==> src/rtl/fechadura_pkg.sv <==
// Shared types and helpers for the multi-user lock controller.
package fechadura_pkg;

  typedef enum logic [2:0] {
    TRAVADO,
    VERIFICA,
    DESTRAVADO,
    PORTA_ABERTA,
    SETUP,
    BLOQUEIO,
    TRAVA_INTERNA
  } estado_t;

  localparam logic [3:0] NIBBLE_BLANK = 4'hF;

  // Factory master code 1,2,3,4; the first digit sits in the low nibble.
  localparam logic [15:0] MASTER_DEFAULT = 16'h4321;

  // Double-dabble conversion of 0..999 into three BCD digits.
  function automatic logic [11:0] bin2bcd(input logic [9:0] bin);
    logic [21:0] s;
    s = {12'd0, bin};
    for (int i = 0; i < 10; i++) begin
      if (s[13:10] >= 4'd5) s[13:10] = s[13:10] + 4'd3;
      if (s[17:14] >= 4'd5) s[17:14] = s[17:14] + 4'd3;
      if (s[21:18] >= 4'd5) s[21:18] = s[21:18] + 4'd3;
      s = s << 1;
    end
    return s[21:10];
  endfunction

endpackage

==> src/rtl/temporizador_seg.sv <==
// Seconds timer: down-counting prescaler plus a seconds down-counter.
// A load restarts the prescaler, so N seconds end exactly N*TICKS_SEG cycles later.
module temporizador_seg #(
  parameter int TICKS_SEG = 1000,
  parameter int W         = 10
) (
  input  logic         clk,
  input  logic         rst,
  input  logic         i_load,
  input  logic [W-1:0] i_valor,
  output logic         o_tick,
  output logic         o_zero,
  output logic [W-1:0] o_seg,
  output logic [W-1:0] o_seg_prox
);

  localparam int PW = (TICKS_SEG > 1) ? $clog2(TICKS_SEG) : 1;
  localparam logic [PW-1:0] PRESC_TOP = PW'(TICKS_SEG - 1);

  logic [PW-1:0] r_presc;
  logic [W-1:0]  r_seg;
  logic [W-1:0]  w_seg_prox;

  assign o_tick     = (r_presc == '0);
  assign o_zero     = (r_seg == '0);
  assign o_seg      = r_seg;
  assign o_seg_prox = w_seg_prox;

  // Next seconds value: load wins, otherwise count down on tick and hold at zero.
  always_comb begin
    w_seg_prox = r_seg;
    if (i_load)
      w_seg_prox = i_valor;
    else if (o_tick && !o_zero)
      w_seg_prox = r_seg - W'(1);
  end

  // Prescaler and seconds registers.
  always_ff @(posedge clk) begin
    if (!rst) begin
      r_presc <= PRESC_TOP;
      r_seg   <= '0;
    end else begin
      r_seg <= w_seg_prox;
      if (i_load || o_tick)
        r_presc <= PRESC_TOP;
      else
        r_presc <= r_presc - PW'(1);
    end
  end

endmodule

==> src/rtl/operacional_multi.sv <==
// Operational controller of the multi-user keypad lock.
//
// state         | meaning
// TRAVADO       | locked, waiting for entry or buttons
// VERIFICA      | one cycle comparing latched entry with all slots
// DESTRAVADO    | unlocked, door still closed, auto-relock timer running
// PORTA_ABERTA  | door open, beep after T_BIP seconds
// SETUP         | door open, password slots writable
// BLOQUEIO      | lockout after too many wrong entries, countdown shown
// TRAVA_INTERNA | locked from inside, keypad and display off
module operacional_multi
  import fechadura_pkg::*;
#(
  parameter int TICKS_SEG   = 1000,
  parameter int N_USERS     = 4,
  parameter int N_DIG       = 8,
  parameter int MAX_TENT    = 3,
  parameter int T_BLOQ_BASE = 30,
  parameter int T_TRAVA     = 5,
  parameter int T_BIP       = 10
) (
  input  logic                       clk,
  input  logic                       rst,
  input  logic                       sensor_contato,
  input  logic                       botao_interno,
  input  logic                       botao_bloqueio,
  input  logic                       botao_config,
  input  logic [4*N_DIG-1:0]         digitos_value,
  input  logic                       digitos_valid,
  input  logic [$clog2(N_USERS)-1:0] setup_slot,
  input  logic [4*N_DIG-1:0]         setup_senha,
  input  logic                       setup_we,
  input  logic                       setup_ok,
  output logic [11:0]                bcd_out,
  output logic                       teclado_en,
  output logic                       display_en,
  output logic                       setup_on,
  output logic                       tranca,
  output logic                       bip,
  output logic                       bloqueado,
  output logic [$clog2(N_USERS)-1:0] user_id
);

  localparam int DW = 4 * N_DIG;
  localparam int UW = $clog2(N_USERS);
  localparam int EW = $clog2(MAX_TENT + 1);
  localparam int TW = 10;
  localparam logic [DW-1:0] BLANK       = {N_DIG{NIBBLE_BLANK}};
  localparam logic [DW-1:0] MASTER_INIT = (BLANK << 16) | DW'(MASTER_DEFAULT);
  localparam logic [EW-1:0] ERR_LIM     = EW'(MAX_TENT - 1);

  estado_t       r_estado, w_prox;
  logic [DW-1:0] r_slot [N_USERS];
  logic [DW-1:0] r_entrada;
  logic [EW-1:0] r_err;
  logic [1:0]    r_nbloq;
  logic [UW-1:0] r_user, w_idx;
  logic          w_match, w_load, w_tick, w_zero;
  logic [TW-1:0] w_valor, w_seg, w_seg_prox;

  // Parallel compare against every enabled slot; lowest index wins.
  always_comb begin
    w_match = 1'b0;
    w_idx   = '0;
    for (int i = N_USERS - 1; i >= 0; i--) begin
      if (r_slot[i] != BLANK && r_slot[i] == r_entrada) begin
        w_match = 1'b1;
        w_idx   = UW'(i);
      end
    end
  end

  // Next-state decode.
  always_comb begin
    w_prox = r_estado;
    case (r_estado)
      TRAVADO: begin
        if (botao_interno)                           w_prox = DESTRAVADO;
        else if (digitos_valid && digitos_value != BLANK) w_prox = VERIFICA;
        else if (botao_bloqueio)                     w_prox = TRAVA_INTERNA;
      end
      VERIFICA: begin
        if (w_match)               w_prox = DESTRAVADO;
        else if (r_err >= ERR_LIM) w_prox = BLOQUEIO;
        else                       w_prox = TRAVADO;
      end
      DESTRAVADO: begin
        if (!sensor_contato)                 w_prox = PORTA_ABERTA;
        else if (w_tick && w_seg <= TW'(1))  w_prox = TRAVADO;
      end
      PORTA_ABERTA: begin
        if (sensor_contato)    w_prox = TRAVADO;
        else if (botao_config) w_prox = SETUP;
      end
      SETUP: begin
        if (setup_ok) w_prox = PORTA_ABERTA;
      end
      BLOQUEIO: begin
        if (botao_interno) w_prox = DESTRAVADO;
        else if (w_zero)   w_prox = TRAVADO;
      end
      TRAVA_INTERNA: begin
        if (botao_interno)       w_prox = DESTRAVADO;
        else if (botao_bloqueio) w_prox = TRAVADO;
      end
      default: w_prox = TRAVADO;
    endcase
  end

  // Timer preload for the state being entered; lockout doubles up to x8.
  always_comb begin
    w_valor = '0;
    case (w_prox)
      DESTRAVADO:   w_valor = TW'(T_TRAVA);
      PORTA_ABERTA: w_valor = TW'(T_BIP);
      BLOQUEIO:     w_valor = TW'(T_BLOQ_BASE) << r_nbloq;
      default:      w_valor = '0;
    endcase
  end

  assign w_load = (w_prox != r_estado);

  temporizador_seg #(
    .TICKS_SEG (TICKS_SEG),
    .W         (TW)
  ) u_temporizador (
    .clk        (clk),
    .rst        (rst),
    .i_load     (w_load),
    .i_valor    (w_valor),
    .o_tick     (w_tick),
    .o_zero     (w_zero),
    .o_seg      (w_seg),
    .o_seg_prox (w_seg_prox)
  );

  // State register, entry latch, error and lockout counters, last user.
  always_ff @(posedge clk) begin
    if (!rst) begin
      r_estado  <= TRAVADO;
      r_entrada <= BLANK;
      r_err     <= '0;
      r_nbloq   <= '0;
      r_user    <= '0;
    end else begin
      r_estado <= w_prox;
      if (r_estado == TRAVADO && w_prox == VERIFICA)
        r_entrada <= digitos_value;
      if (r_estado == VERIFICA) begin
        if (w_match) begin
          r_user  <= w_idx;
          r_err   <= '0;
          r_nbloq <= '0;
        end else if (r_err >= ERR_LIM) begin
          r_err <= '0;
          if (r_nbloq != 2'd3)
            r_nbloq <= r_nbloq + 2'd1;
        end else begin
          r_err <= r_err + EW'(1);
        end
      end
    end
  end

  // Password slots; blanking the master slot is refused so it can't be lost.
  always_ff @(posedge clk) begin
    if (!rst) begin
      for (int i = 0; i < N_USERS; i++)
        r_slot[i] <= (i == 0) ? MASTER_INIT : BLANK;
    end else if (r_estado == SETUP && setup_we &&
                 !(setup_slot == '0 && setup_senha == BLANK)) begin
      r_slot[setup_slot] <= setup_senha;
    end
  end

  // Outputs registered from the next state.
  always_ff @(posedge clk) begin
    if (!rst) begin
      tranca     <= 1'b1;
      bip        <= 1'b0;
      teclado_en <= 1'b1;
      display_en <= 1'b1;
      setup_on   <= 1'b0;
      bloqueado  <= 1'b0;
      bcd_out    <= 12'hFFF;
    end else begin
      tranca     <= !(w_prox inside {DESTRAVADO, PORTA_ABERTA, SETUP});
      bip        <= (w_prox == PORTA_ABERTA) && (w_seg_prox == '0);
      teclado_en <= !(w_prox inside {SETUP, BLOQUEIO, TRAVA_INTERNA});
      display_en <= (w_prox != TRAVA_INTERNA);
      setup_on   <= (w_prox == SETUP);
      bloqueado  <= (w_prox == BLOQUEIO);
      bcd_out    <= (w_prox == BLOQUEIO) ? bin2bcd(w_seg_prox) : 12'hFFF;
    end
  end

  assign user_id = r_user;

endmodule
==> config.mk <==
export PLATFORM = sky130hd
export DESIGN_NAME = operacional_multi
export DESIGN_NICKNAME = d
export VERILOG_FILES = /design/src/rtl/fechadura_pkg.sv /design/src/rtl/temporizador_seg.sv /design/src/rtl/operacional_multi.sv
export SDC_FILE = /design/constraint.sdc
export NUM_CORES = 1
export LEC_CHECK = 0
export BUFFER_PORTS_ARGS = -buffer_cell sky130_fd_sc_hd__buf_2
export CORE_ASPECT_RATIO = 1.25
export CORE_MARGIN = 4
export CORE_UTILIZATION = 30
export CTS_BUF_LIST = sky130_fd_sc_hd__clkbuf_4
export CTS_CLUSTER_DIAMETER = 200
export DETAILED_ROUTE_END_ITERATION = 16
export HOLD_SLACK_MARGIN = 0.05
export PLACE_DENSITY_LB_ADDON = 0.1
export SYNTH_ARGS = -nofsm -noshare
export SYNTH_HDL_FRONTEND = slang
export SYNTH_SLANG_ARGS = --single-unit
==> constraint.sdc <==
create_clock -name clk -period 18.79 [get_ports clk]
set_input_delay 1.879 -clock clk [delete_from_list [all_inputs] [get_ports clk]]
set_output_delay 1.879 -clock clk [all_outputs]
set_load 0.02 [all_outputs]
==> flow_summary.toml <==
[outcome]
status = "completed"

[placed_design]
post-dp-hpwl_mm = 30.95
dp_worst_setup_slack_ns = 7.959
gp_congestion = 0.9305
io_buffers = 94

[grt]
gr-max-usage-layer = "met2"
use_met3_pct = 2.961
grt_pass1_vias = 9790
grt_max_degree = 44
grtUsageMet1_pct = 20.61
grt_overflow = 0
grtUsageMet2_pct = 34.75
antenna_found_initial = 3
grt_pass1_wl_mm = 59.49
grt_use_total_pct = 18.51

[floorplanning]
fp.dieArea_sq_um = 42290
num_rows = 80
core_area_sq_um = 38340
die_x_um = 184.7
die_h_um = 228.9
ios = 95
start_util_pct = 30.55

[drt]
vias_per_cell = 5.091
ant_nets = 0
avgRoutedWirePerCell_um = 20.98
drc = 0
finalWirelength_mm = 39.49
vias = 9582
drt_iter0_markers = 542
first_pass_iters = 5

[yosys]
syn_area_sq_um = 11710
yosys_register_bits = 207
async_reset_ff_share_pct = 0
yosys.area.top_type = "edfxtp_1"
yosysTopAreaCellShare_pct = 32.81
yosysSeqAreaShare_pct = 46.31
yosys_warnings = 0
avgSynthCellArea_sq_um = 9.454
synth_top_flop_cell = "edfxtp_1"
ys_types = 99
syn_nets = 1341
synthTopCellsByArea = "edfxtp_1 33%, dfxtp_1 14%, xnor2_1 10%, nand4_1 4.5%, nand2_1 4.5%"
synth_edf_count = 128
synthCells = 1239

[worst_hold_path]
hold_depth = 1
hold_start = "u_temporizador.r_presc[0]"
hold_end = "u_temporizador.r_presc[0]"
hp-class = "reg -> reg"

[job]
maxCapViolations = 0

[setup_path]
crit_arrival_ns = 10.70
cp_max_fo = 8
critPathRequiredTime_ns = 19.38
r2r_cells = 41
critPathSlowestCell = "a211oi_1"
r2r_slack_ns = 9.11
critPathKind = "in -> reg"
critical_path.endpoint_type = "flip-flop"
slowest_delay_ns = 0.51
r2r_start = "u_temporizador.r_presc[0]"
r2r-end = "bcd_out[8]"
crit_top_cell = "ha_1"
start_kind = "input pin"

[clock_network]
clk_latency_ns = 0.71
cts_tree = "done"
cts_hold_buf = 0
cts_inserted_buffers = 58
clockBufferDepth = 3
cts_root_buffer = "clkbuf_4"
postCtsSetupBuffers = 0
htreeDepth = 2
cts_resized = 0
clkSinkCount = 207
cts.clk_slew.worst_paths_ns = 0.06

[cells_and_area]
multiInputGateArea_sq_um = 5772
final_cell_mix = "139 x nand2_1, 139 x xnor2_1, 137 x nor2_1"
regArea_sq_um = 5425
syn_to_final_growth_pct = 14.62
nFillCells = 3999
nets = 1444
drive_above_1_share_pct = 18.82

[sta]
finClkSkew_ns = 0.04493
final.setup.tns_ns = 0
rsz0062_at_grt = "no"
hold_viol_final = 0
period_share_pct = 53.85
fmax_mhz = 98.82
worst_pin_slew_ns = 0.8838
setup_viol = 0
relSlewSlack_pct = 40.87
slew_viol_final = 0
period_minus_slack_ns = 10.12
final.setup.worst_slack_ns = 8.671

[pwr]
leakage_uw = 0.004786
p_per_area_nw_per_um2 = 82.44
finalPower_uw = 1107
vdd_drop_max_mv = 0.03717
[cell type report]
type / instances / share of cell area, %
Clock buffer: 91 / 5.088
Multi-Input combinational cell: 892 / 42.99
Antenna cell: 3 / 0.05591
Timing Repair Buffer: 110 / 4.398
Sequential cell: 207 / 40.41
Inverter: 73 / 2.041
Clock inverter: 14 / 0.4380
Tap cell: 492 / 4.585
[cell families (layout without fill, tap and decap cells)]
| logic type | after synthesis | after routing | share of synthesized area, % |
|---|---|---|---|
| adders and majority gates | 27 | 27 | 2.884 |
| xor gates and xnor gates | 152 | 152 | 11.69 |
| DFF | 207 | 207 | 46.31 |
| other | 0 | 3 | 0 |
| muxes | 12 | 12 | 1.271 |
| and+or+nand+nor | 527 | 527 | 22.53 |
| buffers and inverters | 140 | 288 | 4.614 |
| AOI/OAI and AO/OA | 174 | 174 | 10.70 |
[stage by stage]
stage / util [%] / instances / instance area [sq um] / hold slack [ns]
6_report: 35.02 / 1882 / 13430 / 0.4141
5_1_grt: 35.01 / 1880 / 13420 / 0.4665
4_1_cts: 35.00 / 1879 / 13420 / 0.4170
3_5_place_dp: 33.07 / 1774 / 12680 / 0.4018
3_3_place_gp: 33.03 / 1773 / 12660 / 0.4008
2_1_floorplan: - / 1239 / 11710 / 0.3834
[flip-flops by register name, indices dropped and copies added (netlist names)]
signal	count
user_id	2
tranca	1
setup_on	1
r_entrada	32
bip	1
bloqueado	1
teclado_en	1
bcd_out	12
r_err	2
u_temporizador.r_presc	10
u_temporizador.o_seg	10
r_slot	128
display_en	1
r_nbloq	2
r_estado	3
[cell usage after synthesis (11+ instances only)]
| library cell | n |
|---|---|
| nand2_1 | 140 |
| xnor2_1 | 139 |
| nor2_1 | 137 |
| edfxtp_1 | 128 |
| nand4_1 | 85 |
| dfxtp_1 | 79 |
| inv_1 | 71 |
| clkbuf_1 | 60 |
| o21ai_0 | 52 |
| a21oi_1 | 27 |
| ha_1 | 27 |
| nor4_1 | 24 |
| and2_1 | 22 |
| nand3_1 | 20 |
| nor3_1 | 19 |
| nor2b_1 | 13 |
| nand2b_1 | 11 |
| o211ai_1 | 11 |
[critical path: cells and delay by family]
| kind | cells | cell delay (ns) |
|---|---|---|
| AOI/OAI and AO/OA | 12 | 2.73 |
| and+or+nand+nor | 9 | 2.31 |
| adders and majority gates | 8 | 1.81 |
| xor gates and xnor gates | 3 | 1.18 |
| buffers and inverters | 5 | 0.48 |
| muxes | 1 | 0.29 |
[where the power goes]
group | leakage, uW | total [uW] | internal (uW) | switching [uW]
sequential | 0.00156 | 514 | 493 | 21.5
combinational | 0.00278 | 176 | 64.5 | 111
clock | 0.000447 | 417 | 218 | 199
total | 0.00479 | 1110 | 776 | 331
[layer usage]
metal  up-vias  routed length (um)
met2       220               21340
met5         -                  20
met1      4642               15120
met4         2                1499
met3        83                1507
li1       4635                   -
[worst max path at each step]
stage,from,cells past startpoint,end
after global placement,digitos_value[2],43,bcd_out[9]
after global routing,digitos_value[2],44,bcd_out[9]
after detailed placement,sensor_contato,40,bcd_out[8]
final,sensor_contato,38,bcd_out[8]
after CTS,sensor_contato,39,bcd_out[8]
after floorplan,botao_config,38,bcd_out[8]
No activity file was read; power rests on OpenSTA's default activity.
